### src/rtl/mips_pkg.sv
// Shared register-file constants and the writeback request record
// carried through the long-latency result FIFO.
package mips_pkg;
    localparam int REG_COUNT = 32;
    localparam int WIDTH     = 32;
    localparam int IDX_WIDTH = 5;

    typedef struct packed {
        logic [IDX_WIDTH-1:0] dest;
        logic [WIDTH-1:0]     data;
    } wb_req_t;
endpackage

### src/rtl/wb_fifo.sv
// Synchronous FIFO of writeback requests; pointers carry one extra wrap bit
// so full and empty are distinguished without a separate flag.
module wb_fifo
    import mips_pkg::*;
#(
    parameter int DEPTH = 4
) (
    input  logic                   clk,
    input  logic                   rst,
    input  logic                   push_i,
    input  wb_req_t                wdata_i,
    input  logic                   pop_i,
    output wb_req_t                head_o,
    output logic                   empty_o,
    output logic                   full_o,
    output logic [$clog2(DEPTH):0] count_o
);
    localparam int AW = $clog2(DEPTH);

    logic [AW:0] wptr_q, rptr_q;
    wb_req_t     mem_q [DEPTH];
    logic        push_ok, pop_ok;

    assign push_ok = push_i && !full_o;
    assign pop_ok  = pop_i && !empty_o;

    always_ff @(posedge clk or posedge rst) begin
        if (rst) begin
            wptr_q <= '0;
            rptr_q <= '0;
        end else begin
            if (push_ok) wptr_q <= wptr_q + 1'b1;
            if (pop_ok)  rptr_q <= rptr_q + 1'b1;
        end
    end

    // Storage needs no reset: occupancy is tracked by the pointers alone.
    always_ff @(posedge clk) begin
        if (push_ok) mem_q[wptr_q[AW-1:0]] <= wdata_i;
    end

    assign head_o  = mem_q[rptr_q[AW-1:0]];
    assign count_o = wptr_q - rptr_q;
    assign empty_o = (wptr_q == rptr_q);
    assign full_o  = (count_o == (AW+1)'(DEPTH));
endmodule

### src/rtl/writeback_arbiter.sv
// Owns the register-file write port: ALU results win by default, queued
// long-unit results win when empty-handed ALU or after STARVE_LIMIT losses.
module writeback_arbiter
    import mips_pkg::*;
#(
    parameter int QDEPTH       = 4,
    parameter int STARVE_LIMIT = 4
) (
    input  logic                    clk,
    input  logic                    rst,
    input  logic                    alu_valid,
    output logic                    alu_ready,
    input  logic [IDX_WIDTH-1:0]    alu_dest,
    input  logic [WIDTH-1:0]        alu_data,
    input  logic                    lu_valid,
    output logic                    lu_ready,
    input  logic [IDX_WIDTH-1:0]    lu_dest,
    input  logic [WIDTH-1:0]        lu_data,
    input  logic                    issue_mark,
    input  logic [IDX_WIDTH-1:0]    issue_dest,
    output logic [REG_COUNT-1:0]    busy,
    output logic                    wr_en,
    output logic [IDX_WIDTH-1:0]    dest,
    output logic [WIDTH-1:0]        wr_data,
    output logic [$clog2(QDEPTH):0] q_count
);
    localparam int AGEW = $clog2(STARVE_LIMIT + 1);

    logic [AGEW-1:0]      age_q, age_d;
    logic [REG_COUNT-1:0] busy_q, busy_d;
    logic                 wr_en_q, wr_en_d;
    logic [IDX_WIDTH-1:0] dest_q, dest_d;
    logic [WIDTH-1:0]     data_q, data_d;

    logic    starve, alu_win, pop, push, empty, full;
    wb_req_t head, lu_req;

    assign starve  = (age_q >= AGEW'(STARVE_LIMIT));
    assign alu_win = alu_valid && !starve && (alu_dest != '0);
    assign pop     = !empty && !alu_win;
    // Writes to r0 are accepted but dropped before they reach the queue.
    assign push    = lu_valid && lu_ready && (lu_dest != '0);
    assign lu_req  = '{dest: lu_dest, data: lu_data};

    assign alu_ready = !starve;
    assign lu_ready  = !full;

    wb_fifo #(.DEPTH(QDEPTH)) u_fifo (
        .clk    (clk),
        .rst    (rst),
        .push_i (push),
        .wdata_i(lu_req),
        .pop_i  (pop),
        .head_o (head),
        .empty_o(empty),
        .full_o (full),
        .count_o(q_count)
    );

    always_comb begin
        age_d = age_q;
        if (empty || pop)
            age_d = '0;
        else if (!starve)
            age_d = age_q + 1'b1;
    end

    // Set after clear so a reissue to the popping register stays pending.
    always_comb begin
        busy_d = busy_q;
        if (pop)
            busy_d[head.dest] = 1'b0;
        if (issue_mark && issue_dest != '0)
            busy_d[issue_dest] = 1'b1;
        busy_d[0] = 1'b0;
    end

    always_comb begin
        wr_en_d = alu_win || pop;
        dest_d  = dest_q;
        data_d  = data_q;
        if (alu_win) begin
            dest_d = alu_dest;
            data_d = alu_data;
        end else if (pop) begin
            dest_d = head.dest;
            data_d = head.data;
        end
    end

    always_ff @(posedge clk or posedge rst) begin
        if (rst) begin
            age_q   <= '0;
            busy_q  <= '0;
            wr_en_q <= 1'b0;
            dest_q  <= '0;
            data_q  <= '0;
        end else begin
            age_q   <= age_d;
            busy_q  <= busy_d;
            wr_en_q <= wr_en_d;
            dest_q  <= dest_d;
            data_q  <= data_d;
        end
    end

    assign busy    = busy_q;
    assign wr_en   = wr_en_q;
    assign dest    = dest_q;
    assign wr_data = data_q;
endmodule

### config.mk
export PLATFORM = sky130hd
export DESIGN_NAME = writeback_arbiter
export DESIGN_NICKNAME = d
export VERILOG_FILES = /design/src/rtl/mips_pkg.sv /design/src/rtl/wb_fifo.sv /design/src/rtl/writeback_arbiter.sv
export SDC_FILE = /design/constraint.sdc
export NUM_CORES = 1
export LEC_CHECK = 0
export ABC_CLOCK_PERIOD_IN_PS = 5500
export BUFFER_PORTS_ARGS = -buffer_cell sky130_fd_sc_hd__buf_4
export CAP_MARGIN = 0
export CORE_MARGIN = 3
export CORE_UTILIZATION = 58
export CTS_BUF_LIST = sky130_fd_sc_hd__clkbuf_8
export CTS_CLUSTER_DIAMETER = 80
export DETAILED_ROUTE_END_ITERATION = 10
export PLACE_DENSITY = 0.82
export SYNTH_ARGS = -nofsm -noshare
export SYNTH_HDL_FRONTEND = slang
export SYNTH_SLANG_ARGS = --single-unit
### constraint.sdc
create_clock -name clk -period 5.5 [get_ports clk]
set_input_delay 1.1 -clock clk [delete_from_list [all_inputs] [get_ports clk]]
set_output_delay 1.1 -clock clk [all_outputs]
set_load 0.005 [all_outputs]
==> results.yml <==
cells_and_area:
  num_antenna_cells: 0
  final_cells: 1008
  area_delta_synth_final_pct: 22.67
  drive_above_1_share_pct: 33.75
  nets: 864
  fillers: 956
floorplanning:
  die_w_um: 132.3
  start_util_pct: 59.95
  die_area_sq_um: 17500
  core_area_sq_um: 15430
  dieHeight_um: 132.3
  num_io_pins: 159
  std_cell_rows: 45
clocking:
  htreeDepth: 2
  cts_sinks: 226
  cts_buffer_depth: 3
  clockRootBuffer: "clkbuf_8"
  cts_tree: "done"
  cts_made_buffers: 37
  clk_pin_slew_worst_paths_ns: 0.06
  post_cts_buffers: 0
  cts_resized: 0
  clk_latency_ns: 0.52
  cts_hold_buffers: 0
power:
  p_seq_share_pct: 41.9
  pwr-share-clk_pct: 21.5
  power_switching_mw: 2.184
  p_total_mw: 6.539
  swShare_pct: 33.41
  ir_drop_uv: 410.4
  leakage_nw: 4.373
  p_int_mw: 4.354
  comb_power_share_pct: 36.6
  power_density_nw_per_um2: 576.3
global_route:
  grt_max_degree: 51
  track_usage_pct: 23.57
  grt_pass1_vias: 5971
  antenna_found_initial: 0
  grt_overflow: 0
  grt_pass1_wl_mm: 32.34
place:
  port-buffer-count: 157
  hpwlAfterDp_mm: 12.92
  placed_cells: 942
  gp_congestion: 0.9474
setup_path:
  cp_max_fo: 41
  arrival_ns: 2.68
  cpPeakStageDelay_ns: 0.78
  critPathRequiredTime_ns: 4.40
  slowest_stage: "dfrtp_2"
  crit_chain: "fa_1, xnor2_1, nand3_1, buf_4"
  crit_path_start_kind: "flop"
  end_kind: "output pin"
  critical_path_class: "reg -> out"
timing:
  fin_hold_ws_ns: 0.4808
  finalSetupTns_ns: 0
  worstMarginPinSlew_ns: 1.206
  final-setup-viol-count: 0
  drv_slew: 0
  final_hold_viol_count: 0
  rsz0062_at_grt: "no"
  fin_crit_ns: 3.777
  fmax_mhz: 264.8
  clock_skew_ns: 0.01756
  fin_crit_sh_pct: 68.67
  max_slew_margin_pct: 19.38
logic_synthesis:
  ys_seq_elements: 226
  yosysSeqAreaShare_pct: 69.16
  synth_edf_count: 148
  synth_flop_cell: "edfxtp_1"
  synthTopCellsByArea: "edfxtp_1 48%, dfrtp_1 21%, mux4_2 9.0%, mux2i_1 4.0%, nor2_1 2.6%"
  yosysWarningCount: 0
  avgSynthCellArea_sq_um: 15.36
  synthArstFlopShare_pct: 34.51
  synth_top_area_share_pct: 48.05
  yosysMostFrequentCell: "edfxtp_1"
  synth_cells: 602
  synth_common_cells: "148 x edfxtp_1, 78 x dfrtp_1, 64 x nor2_1"
  syn_area_sq_um: 9249
  syn_nets: 696
  synth_area_leader_cell: "edfxtp_1"
  yosysUniqueCellTypes: 42
detailed_routing:
  first_iter_violations: 439
  vias_per_cell: 5.701
  num_vias: 5747
  post_drt_wl_per_cell_um: 20.10
  drc: 0
  drtAntennaViolNets: 0
  wl_mm: 20.26
  drt_first_pass_iters: 5
flow_run:
  max_cap_violations: 0
run_status:
  outcome: "finished, final reports clean"
worst_hold_path:
  min_path_type: "reg -> reg"
## area by class of cell
class | instances | area [sq um] | area share (%)
inverter | 13 | 50.05 | 0.4411
tap | 211 | 264.0 | 2.327
timing repair buffer | 161 | 1209 | 10.65
clock inverter | 22 | 123.9 | 1.092
multi-input combinational | 331 | 2695 | 23.75
clock buffer | 44 | 605.6 | 5.337
sequential | 226 | 6399 | 56.40
## worst max-delay path: cells and delay by family (launching register included)
kind	cells	cell delay (ns)
xor+xnor	1	0.44
simple gates	1	0.18
buf+inv	1	0.17
flops	1	0.78
fa+ha+maj	1	0.58
## path summary, 6_finish.rpt
check / start / endpoint / slack [ns] / depth (start not counted)
max reg2reg: u_fifo.rptr_q[1] / u_fifo.mem_q[0][9] / 2.15 / 3
max: u_fifo.rptr_q[1] / lu_ready / 1.72 / 4
min reg2reg: age_q[0] / age_q[0] / 0.48 / 1
min: age_q[0] / age_q[0] / 0.48 / 1
max in group asynchronous: rst / u_fifo.rptr_q[0] / 3.75 / 3
min in group asynchronous: rst / wr_en / 0.61 / 2
## metal layers
metal  part of all wire, %  vias up  global-route usage [%]
met4                   2.8        0                   8.141
li1                      -     2591                       -
met5                     0        -                       0
met3                   7.9       49                   5.076
met1                    38     2829                   30.55
met2                    51      278                   40.08
## metrics by stage
| stage | util (%) | instance area [sq um] | setup slack [ns] |
|---|---|---|---|
| 3_3_place_gp | 68.82 | 10620 | 2.195 |
| 5_1_grt | 73.54 | 11350 | 1.591 |
| 6_report | 73.54 | 11350 | 1.723 |
| 2_1_floorplan | - | 9249 | 0.7130 |
| 4_1_cts | 73.54 | 11350 | 1.720 |
| 3_5_place_dp | 68.82 | 10620 | 2.084 |
## flip-flops by register name, summed over array words and instances (netlist names)
register       flops
age_q              3
busy              31
dest               5
u_fifo.mem_q     148
u_fifo.rptr_q      3
u_fifo.wptr_q      3
wr_data           32
wr_en              1
## power by group through the flow
| stage | logic [mW] | clock network, mW | registers, mW |
|---|---|---|---|
| after floorplan | 1.51 | 0 | 2.66 |
| after global placement | 2.31 | 0 | 2.72 |
| after detailed placement | 2.39 | 0 | 2.76 |
| after CTS | 2.42 | 1.43 | 2.74 |
| after global routing | 2.60 | 1.51 | 2.79 |
| final | 2.40 | 1.40 | 2.74 |
## cells in the final DEF (no fill, tap or decap), types with 3 or more instances in the layout
| cell type | instances |
|---|---|
| ha_1 | 9 |
| edfxtp_1 | 148 |
| nor3b_1 | 17 |
| nor2_1 | 61 |
| o21ai_0 | 39 |
| xor2_1 | 3 |
| nand4b_1 | 3 |
| clkinv_2 | 6 |
| mux2i_1 | 37 |
| buf_4 | 161 |
| nor2_4 | 3 |
| nand2_1 | 41 |
| dfrtp_1 | 76 |
| xnor2_1 | 4 |
| nor3_1 | 17 |
| clkbuf_8 | 44 |
| nand2b_1 | 4 |
| mux4_2 | 37 |
| inv_1 | 21 |
| nand4bb_1 | 3 |
| a21oi_1 | 30 |
| clkinv_1 | 5 |
## logic make-up after synthesis
| kind of cell | synth area share (%) |
|---|---|
| buffers and inverters | 2.205 |
| multiplexers | 13.26 |
| flip-flops | 69.16 |
| other | 0.04055 |
| adder cells (fa/ha/maj) | 1.434 |
| AND/OR/NAND/NOR | 9.091 |
| AO/OA/AOI/OAI | 4.153 |
| XOR/XNOR | 0.6629 |
No activity file was read; power rests on OpenSTA's default activity.
